==> config.mk <==
export PLATFORM = sky130hd
export DESIGN_NAME = act_sram_fifo
export DESIGN_NICKNAME = d
export VERILOG_FILES = /design/src/rtl/act_fifo_pkg.sv /design/src/rtl/act_obuf_fifo2.sv /design/src/rtl/act_sram_fifo.sv
export SDC_FILE = /design/constraint.sdc
export NUM_CORES = 1
export LEC_CHECK = 0
export CAP_MARGIN = 20
export CORE_ASPECT_RATIO = 1.5
export CORE_MARGIN = 5
export CORE_UTILIZATION = 35
export CTS_BUF_LIST = sky130_fd_sc_hd__clkbuf_16
export DETAILED_ROUTE_END_ITERATION = 8
export PLACE_DENSITY = 0.65
export SKIP_CTS_REPAIR_TIMING = 1
export SLEW_MARGIN = 20
export SYNTH_ARGS = -nofsm -noshare
export SYNTH_HDL_FRONTEND = slang
export SYNTH_SLANG_ARGS = --single-unit
==> constraint.sdc <==
create_clock -name clk -period 9.3 [get_ports clk]
set_input_delay 0.93 -clock clk [delete_from_list [all_inputs] [get_ports clk]]
set_output_delay 0.93 -clock clk [all_outputs]
set_load 0.02 [all_outputs]
==> src/rtl/act_fifo_pkg.sv <==
// Shared sizing constants for the SRAM-backed activation FIFO and its output buffer.
package act_fifo_pkg;
    localparam int DATA_W     = 64;
    localparam int ADDR_W     = 8;
    localparam int DEPTH      = 1 << ADDR_W;
    localparam int OBUF_DEPTH = 2;
    localparam int CNT_W      = ADDR_W + 1;
endpackage

==> src/rtl/act_obuf_fifo2.sv <==
// Two-entry register FIFO that absorbs the one-cycle RAM read latency in front of the consumer.
module act_obuf_fifo2
    import act_fifo_pkg::*;
#(
    parameter int W = DATA_W
) (
    input  logic         clk,
    input  logic         rst_n,
    input  logic         flush,
    input  logic         push,
    input  logic [W-1:0] push_data,
    input  logic         pop,
    output logic         valid,
    output logic [W-1:0] head,
    output logic [1:0]   cnt
);
    logic [W-1:0] mem_q [OBUF_DEPTH];
    logic [W-1:0] mem_d [OBUF_DEPTH];
    logic         rd_idx_q, rd_idx_d;
    logic [1:0]   cnt_q, cnt_d;
    logic         wr_idx;

    // Write slot sits just behind the head; a push into a full buffer only happens alongside a pop.
    always_comb begin
        mem_d    = mem_q;
        rd_idx_d = rd_idx_q;
        cnt_d    = cnt_q;
        wr_idx   = rd_idx_q ^ cnt_q[0];
        if (flush) begin
            rd_idx_d = 1'b0;
            cnt_d    = 2'd0;
        end else begin
            if (push) begin
                mem_d[wr_idx] = push_data;
            end
            if (pop) begin
                rd_idx_d = ~rd_idx_q;
            end
            cnt_d = cnt_q + {1'b0, push} - {1'b0, pop};
        end
    end

    always_ff @(posedge clk or negedge rst_n) begin
        if (!rst_n) begin
            for (int i = 0; i < OBUF_DEPTH; i++) begin
                mem_q[i] <= '0;
            end
            rd_idx_q <= 1'b0;
            cnt_q    <= 2'd0;
        end else begin
            mem_q    <= mem_d;
            rd_idx_q <= rd_idx_d;
            cnt_q    <= cnt_d;
        end
    end

    assign valid = (cnt_q != 2'd0);
    assign head  = mem_q[rd_idx_q];
    assign cnt   = cnt_q;
endmodule

==> src/rtl/act_sram_fifo.sv <==
// Stream FIFO whose bulk storage lives in an external dual-port SRAM (port 0 writes, port 1 reads),
// with a small output buffer that hides the read latency and sustains one word per cycle.
module act_sram_fifo
    import act_fifo_pkg::OBUF_DEPTH;
#(
    parameter int DATA_W = act_fifo_pkg::DATA_W,
    parameter int ADDR_W = act_fifo_pkg::ADDR_W
) (
    input  logic              clk,
    input  logic              rst_n,
    input  logic              s_valid,
    output logic              s_ready,
    input  logic [DATA_W-1:0] s_data,
    output logic              m_valid,
    input  logic              m_ready,
    output logic [DATA_W-1:0] m_data,
    input  logic              flush,
    output logic [ADDR_W:0]   count,
    output logic              empty,
    output logic              full,
    output logic              ram_ce0,
    output logic              ram_we0,
    output logic [ADDR_W-1:0] ram_addr0,
    output logic [DATA_W-1:0] ram_wd0,
    output logic              ram_ce1,
    output logic              ram_we1,
    output logic [ADDR_W-1:0] ram_addr1,
    input  logic [DATA_W-1:0] ram_rd1
);
    localparam int CNT_W = ADDR_W + 1;
    localparam logic [CNT_W-1:0] RAM_FULL = CNT_W'(1 << ADDR_W);

    logic [ADDR_W-1:0] wptr_q, wptr_d;
    logic [ADDR_W-1:0] rptr_q, rptr_d;
    logic [CNT_W-1:0]  ram_cnt_q, ram_cnt_d;
    logic              inflight_q, inflight_d;
    logic              push, pop, issue;
    logic [1:0]        obuf_cnt;
    logic [2:0]        pending;

    assign s_ready = rst_n && !flush && (ram_cnt_q < RAM_FULL);
    assign push    = s_valid && s_ready;
    assign pop     = m_valid && m_ready;

    // Only issue a read when the buffer is guaranteed a free slot by the time the data returns.
    assign pending = {1'b0, obuf_cnt} + {2'b0, inflight_q} - {2'b0, pop};
    assign issue   = (ram_cnt_q != '0) && !flush && (pending < 3'(OBUF_DEPTH));

    always_comb begin
        wptr_d     = wptr_q;
        rptr_d     = rptr_q;
        ram_cnt_d  = ram_cnt_q;
        inflight_d = 1'b0;
        if (!flush) begin
            if (push) begin
                wptr_d = wptr_q + 1'b1;
            end
            if (issue) begin
                rptr_d = rptr_q + 1'b1;
            end
            ram_cnt_d  = ram_cnt_q + CNT_W'(push) - CNT_W'(issue);
            inflight_d = issue;
        end else begin
            wptr_d    = '0;
            rptr_d    = '0;
            ram_cnt_d = '0;
        end
    end

    always_ff @(posedge clk or negedge rst_n) begin
        if (!rst_n) begin
            wptr_q     <= '0;
            rptr_q     <= '0;
            ram_cnt_q  <= '0;
            inflight_q <= 1'b0;
        end else begin
            wptr_q     <= wptr_d;
            rptr_q     <= rptr_d;
            ram_cnt_q  <= ram_cnt_d;
            inflight_q <= inflight_d;
        end
    end

    // Returning read data lands in the buffer unless a flush discards it.
    act_obuf_fifo2 #(
        .W(DATA_W)
    ) u_obuf (
        .clk      (clk),
        .rst_n    (rst_n),
        .flush    (flush),
        .push     (inflight_q),
        .push_data(ram_rd1),
        .pop      (pop),
        .valid    (m_valid),
        .head     (m_data),
        .cnt      (obuf_cnt)
    );

    assign ram_ce0   = push;
    assign ram_we0   = push;
    assign ram_addr0 = wptr_q;
    assign ram_wd0   = s_data;
    assign ram_ce1   = issue;
    assign ram_we1   = 1'b0;
    assign ram_addr1 = rptr_q;

    assign count = ram_cnt_q + CNT_W'(inflight_q) + CNT_W'(obuf_cnt);
    assign empty = (count == '0);
    assign full  = !s_ready;
endmodule

# --- Yosys cells after proc, flatten, opt, wreduce, memory -nomap -nowiden ---
# Index checks and enable logic that the tools add are counted.
word_totals:
  in_bits: 133
  ff_bits: 157
  out_inout_bits: 161
  word_cells: 59
classes:
  addsub: 10
  n_mux: 15
  bitwise: 5
  magnitude_cmp: 5
  n_reduce_logical: 16
ops:
  columns: ["operator", "count"]
  rows:
  - ["$mux 64", 4]
  - ["$bwmux 128", 1]
  - ["$demux 64 s1", 1]
  - ["$mux 8", 4]
  - ["$add 9x1->9", 2]
  - ["$add 8x1->8 const B", 2]
  - ["$add 9x2->9", 1]
  - ["$logic_not 9->1", 1]
  - ["$lt 9x9->1 const B", 1]
  - ["$mux 9", 1]
  - ["$reduce_bool 9->1", 1]
  - ["$sub 9x1->9", 1]
  - ["$reduce_bool 2->1", 4]
  - ["$logic_and 1x1->1", 7]
  - ["$ge 2x2->1 const B", 2]
  - ["$not 1->2", 2]
  - ["$add 2x1->3", 1]
  - ["$lt 3x2->1 const B", 1]
  - ["$mux 1", 3]
  - ["$sub 3x1->3", 1]
  - ["$add 2x1->2", 1]
  - ["$logic_not 1->1", 2]
  - ["$lt 2x1->1 const B", 1]
  - ["$mux 2", 1]
  - ["4 further kinds", 5]

# --- Longest topological paths before layout ---
depth:
  word_depth: 7
  mapped_depth: 19
  ltp_nobuf: 18

# --- Cells and area by module ---
# Synthesis repeated with hierarchy kept, for this count alone.
hier_totals:
  cells_unflattened: 631
  hier_area_um2: 8181.6
modules_own_cells:
  columns: ["mod", "n_inst", "seq_area_each_um2", "area_per_inst_um2", "cells_each"]
  rows:
  - ["act_obuf_fifo2", 1, 3278.1, 5728.0, 358]
  - ["act_sram_fifo", 1, 650.6, 2453.6, 273]

# --- Worst setup path before layout ---
# No wires, ideal clock.
synth_timing:
  kind: "in2reg"
  from: "input m_ready"
  to: "register ram_cnt_q[6]"
  slack_ns: 4.976
  arrival_ns: 4.197
  path_buffers: 1
  setup_ns: 0.126
  required_ns: 9.174
  path_stages: 18
  path_cell_list: "and2_1 -> ha_1 -> inv_1 -> ha_1 -> inv_1 -> fa_1 -> nor2b_1 -> o211ai_2 -> buf_6 -> inv_6 -> ha_1 -> inv_1 -> ha_1 -> fa_1 -> a211o_1 -> a31oi_1 -> nor4_1 -> a311o_1"
synth_between:
  elab_chain_cells: 6
synth_rtl:
  columns: ["element", "line_no", "text"]
  rows:
  - ["start: declaration", "act_sram_fifo.sv:15", "input logic m_ready,"]
  - ["$logic_and 1x1->1", "act_sram_fifo.sv:43", "assign pop = m_valid && m_ready;"]
  - ["$sub 3x1->3", "act_sram_fifo.sv:46", "assign pending = {1'b0, obuf_cnt} + {2'b0, inflight_q} - {2'b0, pop};"]
  - ["$lt 3x2->1", "act_sram_fifo.sv:47", "assign issue = (ram_cnt_q != '0) && !flush && (pending < 3'(OBUF_DEPTH));"]
  - ["$logic_and 1x1->1", "act_sram_fifo.sv:47", null]
  - ["named net ram_ce1", "act_sram_fifo.sv:25", "output logic ram_ce1,"]
  - ["$sub 9x1->9", "act_sram_fifo.sv:61", "ram_cnt_d = ram_cnt_q + CNT_W'(push) - CNT_W'(issue);"]
  - ["$mux 9", "act_sram_fifo.sv:54", "if (!flush) begin"]
  - ["named net ram_cnt_d[6]", "act_sram_fifo.sv:35", "logic [CNT_W-1:0] ram_cnt_q, ram_cnt_d;"]
  - ["end signal: assignment", "act_sram_fifo.sv:79", "ram_cnt_q <= ram_cnt_d;"]
  - ["end: declaration", "act_sram_fifo.sv:35", null]
# The timed path passes the listed nets, and every way through them passes these cells.
# A chain may end at the register's enable or synchronous reset.

# --- Worst setup path after layout ---
layout_timing:
  from: "input m_ready"
  to: "output ram_ce1"
layout_between:
  elab_chain_cells: 4
layout_rtl:
  columns: ["element", "line_no"]
  rows:
  - ["$logic_and 1x1->1", "act_sram_fifo.sv:43"]
  - ["$sub 3x1->3", "act_sram_fifo.sv:46"]
  - ["$lt 3x2->1", "act_sram_fifo.sv:47"]
  - ["$logic_and 1x1->1", "act_sram_fifo.sv:47"]
  - ["end: declaration", "act_sram_fifo.sv:25"]
# Every way passes these cells.

==> impl_results.md <==
* Antenna cells at 0
* Relative slew margins at 0.382
* Die Area at 26200 um2
* RR Endpoint: ram_cnt_q[6]$_DFF_PN0_
* CP cell instances: clkdlybuf4s50_1 -> and2_1 -> ha_1 -> inv_1 -> ha_1 -> inv_1 -> fa_1 -> nor2b_1 -> o211ai_2 -> inv_6 -> clkdlybuf4s50_1
* Post-Syn Instances at 627
* PwrDens at 371 nW/um2
* GR Util met2 at 0.247
* Max frequency at roughly 210 MHz
* Total of max-cap violations at 0
* Initial antenna violation count at 0
* Post-DP HPWL at ~12000 um
* Commonest non-fill, non-tap cell in the layout: mux2_2
* Site Rows at 68
* Total track usage at 0.140
* Critical path type: in -> out
* Root Driver: clkbuf_16
* Iteration-0 DRC Markers at 177
* Crit path max fanout at 12
* IO Count at 294
* Initial Util at 0.352
* Share of cells above drive strength 1 at 0.324
* Synth warnings at 0
* Mean Syn Cell Area at 12.8 um2
* Grt met3 use at 0.0372
* Synth-to-Final Area Change at 25.3%
* Skew final at 0.0107 ns
* Mapped cell area at 8050 um2
* Chip height at 196 um
* Post-Route Setup TNS at 0 ns
* Worst skew pair latency at 0.42 ns
* GP Congestion at 0.816
* Syn_nets at 786
* Nets at 883
* Async SR Flop Fraction at 1.00
* Largest net degree at the start of global routing at between 60 and 70
* Final Max Slew Viols at 0
* Fraction of the yosys area taken by sequential cells at 0.488
* R2R cell count at 18
* Final Total Pwr at 3.75 mW
* First-pass GRT wire length at 29100 um
* Area after DPL at 9480 um2
* Final antenna-violating net count at 0
* Final core utilization at 0.441
* Grt peak-use layer: met2
* Commonest cells after routing, fill and taps aside: mux2_2, clkdlybuf4s50_1, dfrtp_1, inv_1, ha_1
* Reg2reg start: u_obuf.cnt[1]$_DFF_PN0_
* Outcome: finished, final reports clean
* Fin area at 10100 um2
* FF+latch area at 3930 um2
* Synthesis-stage register bit count at between 150 and 200
* Min-delay worst type: in -> async
* Worst-Margin Slew at approximately 0.9 ns
* Die width at 134 um
* TritonCTS clock tree: done
* Min Tclk post-route at about 4.7 ns
* WL/cell at 17.4 um
* Post-synth EDFFs at 0
* Clock sinks at 157
* Number of global-route vias before repair at about 5500
* Period utilization at 0.505
* Critical Path RT at roughly 8.4 ns
* Slowest-stage cell, CP: clkdlybuf4s50_1
* Netlist cell types at 52
* Ys flop type: dfrtp_1
* Global route total overflow at 0
* Core ar. at around 23000 um2
* P_leak at 4.25 nW
* Finish-stage setup viols at 0
* CTS H-tree lvls at 4
* Clock-pin slew on the worst setup and hold paths at ~0.060 ns
* R2R setup slack at 4.85 ns
* Final hold vios at 0
* Area of the multi-input gates at 3430 um2
* Critical Path Max Stage Delay at ~0.64 ns
* DRC at 0
* Cts bufs inserted at 17
* Setup crit end kind: primary output
* Vias at between 5000 and 6000
* # fillers at 2161
* Peak VDD IR at 0.183 mV
* Met1 usage in global routing at 0.157
* Worst Path Arrival at 3.76 ns
* DR vias/cell at approximately 4.9
* DRT Wirelength at between 15000 and 20000 um
* CTS Buffer Depth at 2
* IO Port Bufs at 164
* Drt pass-1 iters at 4
* RSZ-0062 raised after global routing: false
* Crit path launch type: input port
==> cell type report <==
class	count	area share
clock buffer	17	0.0422
clock inverter	15	0.0180
inverter	22	0.00868
multi-input combinational	356	0.340
sequential	157	0.390
tap	280	0.0347
timing repair buffer	170	0.167
==> per-stage QoR <==
stage | hold WS [ns] | setup WS [ns] | std cells
after floorplan | 0.475 | 4.98 | 627
after global placement | 0.483 | 4.34 | 985
after detailed placement | 0.490 | 4.29 | 985
after CTS | 0.481 | 4.58 | 1017
after global routing | 0.505 | 4.43 | 1017
final | 0.478 | 4.61 | 1017
==> power breakdown <==
part / switching, mW / total (mW) / internal [mW]
Clock: 0.272 / 0.717 / 0.444
Sequential: 0.177 / 1.17 / 0.995
Combinational: 0.854 / 1.86 / 1.00
==> sequential cells by signal, indices dropped and copies added, names as in the netlist <==
name             count
u_obuf.rd_idx_q      1
inflight_q           1
u_obuf.cnt           2
ram_addr0            8
u_obuf.mem_q       128
ram_cnt_q            9
ram_addr1            8
==> worst max path at each step <==
stage / endpoint / slack [ns] / cells after the start / from
after detailed placement: ram_cnt_q[6]$_DFF_PN0_ / 4.29 / 18 / m_ready
final: ram_ce1 / 4.61 / 11 / m_ready
after global placement: ram_cnt_q[6]$_DFF_PN0_ / 4.34 / 18 / m_ready
after global routing: ram_ce1 / 4.43 / 11 / m_ready
after floorplan: ram_cnt_q[6]$_DFF_PN0_ / 4.98 / 18 / m_ready
after CTS: ram_ce1 / 4.58 / 11 / m_ready
==> cells in the mapped netlist (all sizes together), types with 2 or more instances <==
cell type | count | share of area
mux2 | 193 | 0.27
dfrtp | 157 | 0.49
buf | 83 | 0.072
ha | 22 | 0.034
inv | 22 | 0.011
nor2 | 20 | 0.0093
xnor2 | 13 | 0.014
nand2 | 11 | 0.0051
clkbuf | 9 | 0.0042
nand3 | 8 | 0.0050
xor2 | 8 | 0.0087
a21oi | 6 | 0.0037
nor2b | 6 | 0.0047
and3 | 5 | 0.0040
nand2b | 5 | 0.0039
nand4 | 5 | 0.0039
nor3 | 5 | 0.0037
a31oi | 4 | 0.0031
fa | 4 | 0.0099
o211ai | 4 | 0.0044
a211oi | 3 | 0.0034
nor4 | 3 | 0.0023
o31ai | 3 | 0.0028
a211o | 2 | 0.0022
mux2i | 2 | 0.0025
nor3b | 2 | 0.0019
o2111ai | 2 | 0.0022
o21ai | 2 | 0.0012
or3 | 2 | 0.0016
or4 | 2 | 0.0022
==> worst max-delay path: cells and delay by family <==
| kind | cells | cell delay, ns |
|---|---|---|
| buf+inv | 5 | 1.36 |
| fa+ha+maj | 3 | 0.85 |
| simple gates | 2 | 0.31 |
| compound gates | 1 | 0.30 |
==> routing by layer <==
| layer | part of all wire | up-vias |
|---|---|---|
| met1 | 0.40 | 2505 |
| met5 | 0 | - |
| li1 | - | 2320 |
| met4 | 0.027 | 0 |
| met2 | 0.53 | 139 |
| met3 | 0.050 | 45 |
==> cells by family after synthesis <==
| family | after synthesis | synth area share |
|---|---|---|
| AOI/OAI and AO/OA | 33 | 0.0305 |
| xor gates and xnor gates | 21 | 0.0228 |
| adders and majority gates | 26 | 0.0441 |
| buffers and inverters | 114 | 0.0873 |
| DFF | 157 | 0.488 |
| muxes | 195 | 0.272 |
| other | 1 | 0.000466 |
| and+or+nand+nor | 80 | 0.0542 |
(Power assumes the default switching activity.)
==> patch: new RTL, same settings <==
Set the package constant `DATA_W` to 96 (it was 64).
--- a/src/rtl/act_fifo_pkg.sv
+++ b/src/rtl/act_fifo_pkg.sv
@@ -2,3 +2,3 @@
 package act_fifo_pkg;
-    localparam int DATA_W     = 64;
+    localparam int DATA_W     = 96;
     localparam int ADDR_W     = 8;
Ports: changed (resized m_data, ram_rd1, ram_wd0 and s_data); port bits go from 294 to 422. No check against the original RTL was run, so the function may have changed too.
==> patch against the unedited design <==
  * Sequential share of layout area is 1.3 points higher
  * Non-clock buffer count up 65
  * Setup slack lost 0.25 ns
  * Routed wire length grew 45%
  * Combinational power is 34% higher
  * Power up 36%
  * Synthesized cell count grew 32%
  * Via count is 33% higher
  * Synthesized area is 37% higher
  * Worst hold slack worse by 0.15 ns
  * Final area up 36%
  * Fmax fell by 5.1%
  * Sequential cell count rose by 64
  * Largest cell class unchanged
==> patch: results (changes against the unedited design) <==
| Metric | Value |
|---|---|
| Status | finished clean |
| CP Max Fanout | 11 (-1) |
| Final Wtd Congestion | 0.761 (-6.8%) |
| Pleak | 5.75 nW (+35%) |
| Compound-gate portion of the synthesized area | 0.0192 (-0.0113) |
| Post-synthesis sequential area ratio | 0.501 (+0.0133) |
| Top cells by area, synth | dfrtp_1, mux2_2, buf_4, ha_1, buf_2 |
| Xor/xnor cell area share of the yosys netlist | 0.0143 (-0.00856) |
| DR vias/cell | 4.83 (-2.0%) |
| Worst-Skew Late Latency | 0.53 ns (+0.11 ns) |
| Count of non-CTS inverters in the layout | 23 (+4.5%) |
| Filler cell count in the final layout | 2906 (+34%) |
| R2r worst-path depth | 17 (-1) |
| Cts bufs inserted | 24 (+7) |
| Met3 Usage GRT | 0.0280 (-0.00924) |
| Fraction of layout cells with a size suffix above 1 | 0.349 (+0.0251) |
| Cell area after placement | 0.0130 sq mm (+37%) |
| Commonest cells in the netlist | mux2_2, dfrtp_1, buf_4, buf_2, inv_1 |
| Clk sink count | 221 (+41%) |
| Multi-input logic area | 0.00452 sq mm (+32%) |
| FF-to-FF setup slack | 4.59 ns (-0.26 ns) |
| Crit path DAT | 4.02 ns (+0.26 ns) |
| CTS Buffer Depth | 3 (+1) |
| Met2 usage in global routing | 0.246 (-0.00113) |
| Number of non-clock buffers | 235 (+38%) |
| Number of multi-input logic gates | 450 (+26%) |
| Final Util | 0.442 (+0.000918) |
| Worst hold margin | 0.329 ns (-0.149 ns) |
## patch: cell count changes after synthesis, moves of 6 or more
cell,change
buf_2,+11
buf_4,+32
dfrtp_1,+64
mux2i_1,+6
mux2_2,+96
## patch: metal layers
| metal | part of all wire | up-vias |
|---|---|---|
| met5 | 0 | - |
| met4 | 0.068 | 0 |
| met3 | 0.058 | 107 |
| met2 | 0.50 | 187 |
| met1 | 0.37 | 3310 |
| li1 | - | 3045 |
## patch: worst max-delay path, stage by stage, from the launching register on
cell             delay [ns]
dfrtp_1                0.47
or2_2                  0.34
and2_1                 0.18
ha_1                   0.27
inv_1                  0.05
ha_1                   0.12
inv_1                  0.04
fa_1                   0.37
xor2_1                 0.18
a2111oi_4              0.71
clkdlybuf4s50_1        0.74
## patch: report_power, final
group	internal, mW	total [mW]	switching, mW
clock	0.527	0.920	0.393
sequential	1.41	1.66	0.247
combinational	1.38	2.50	1.12
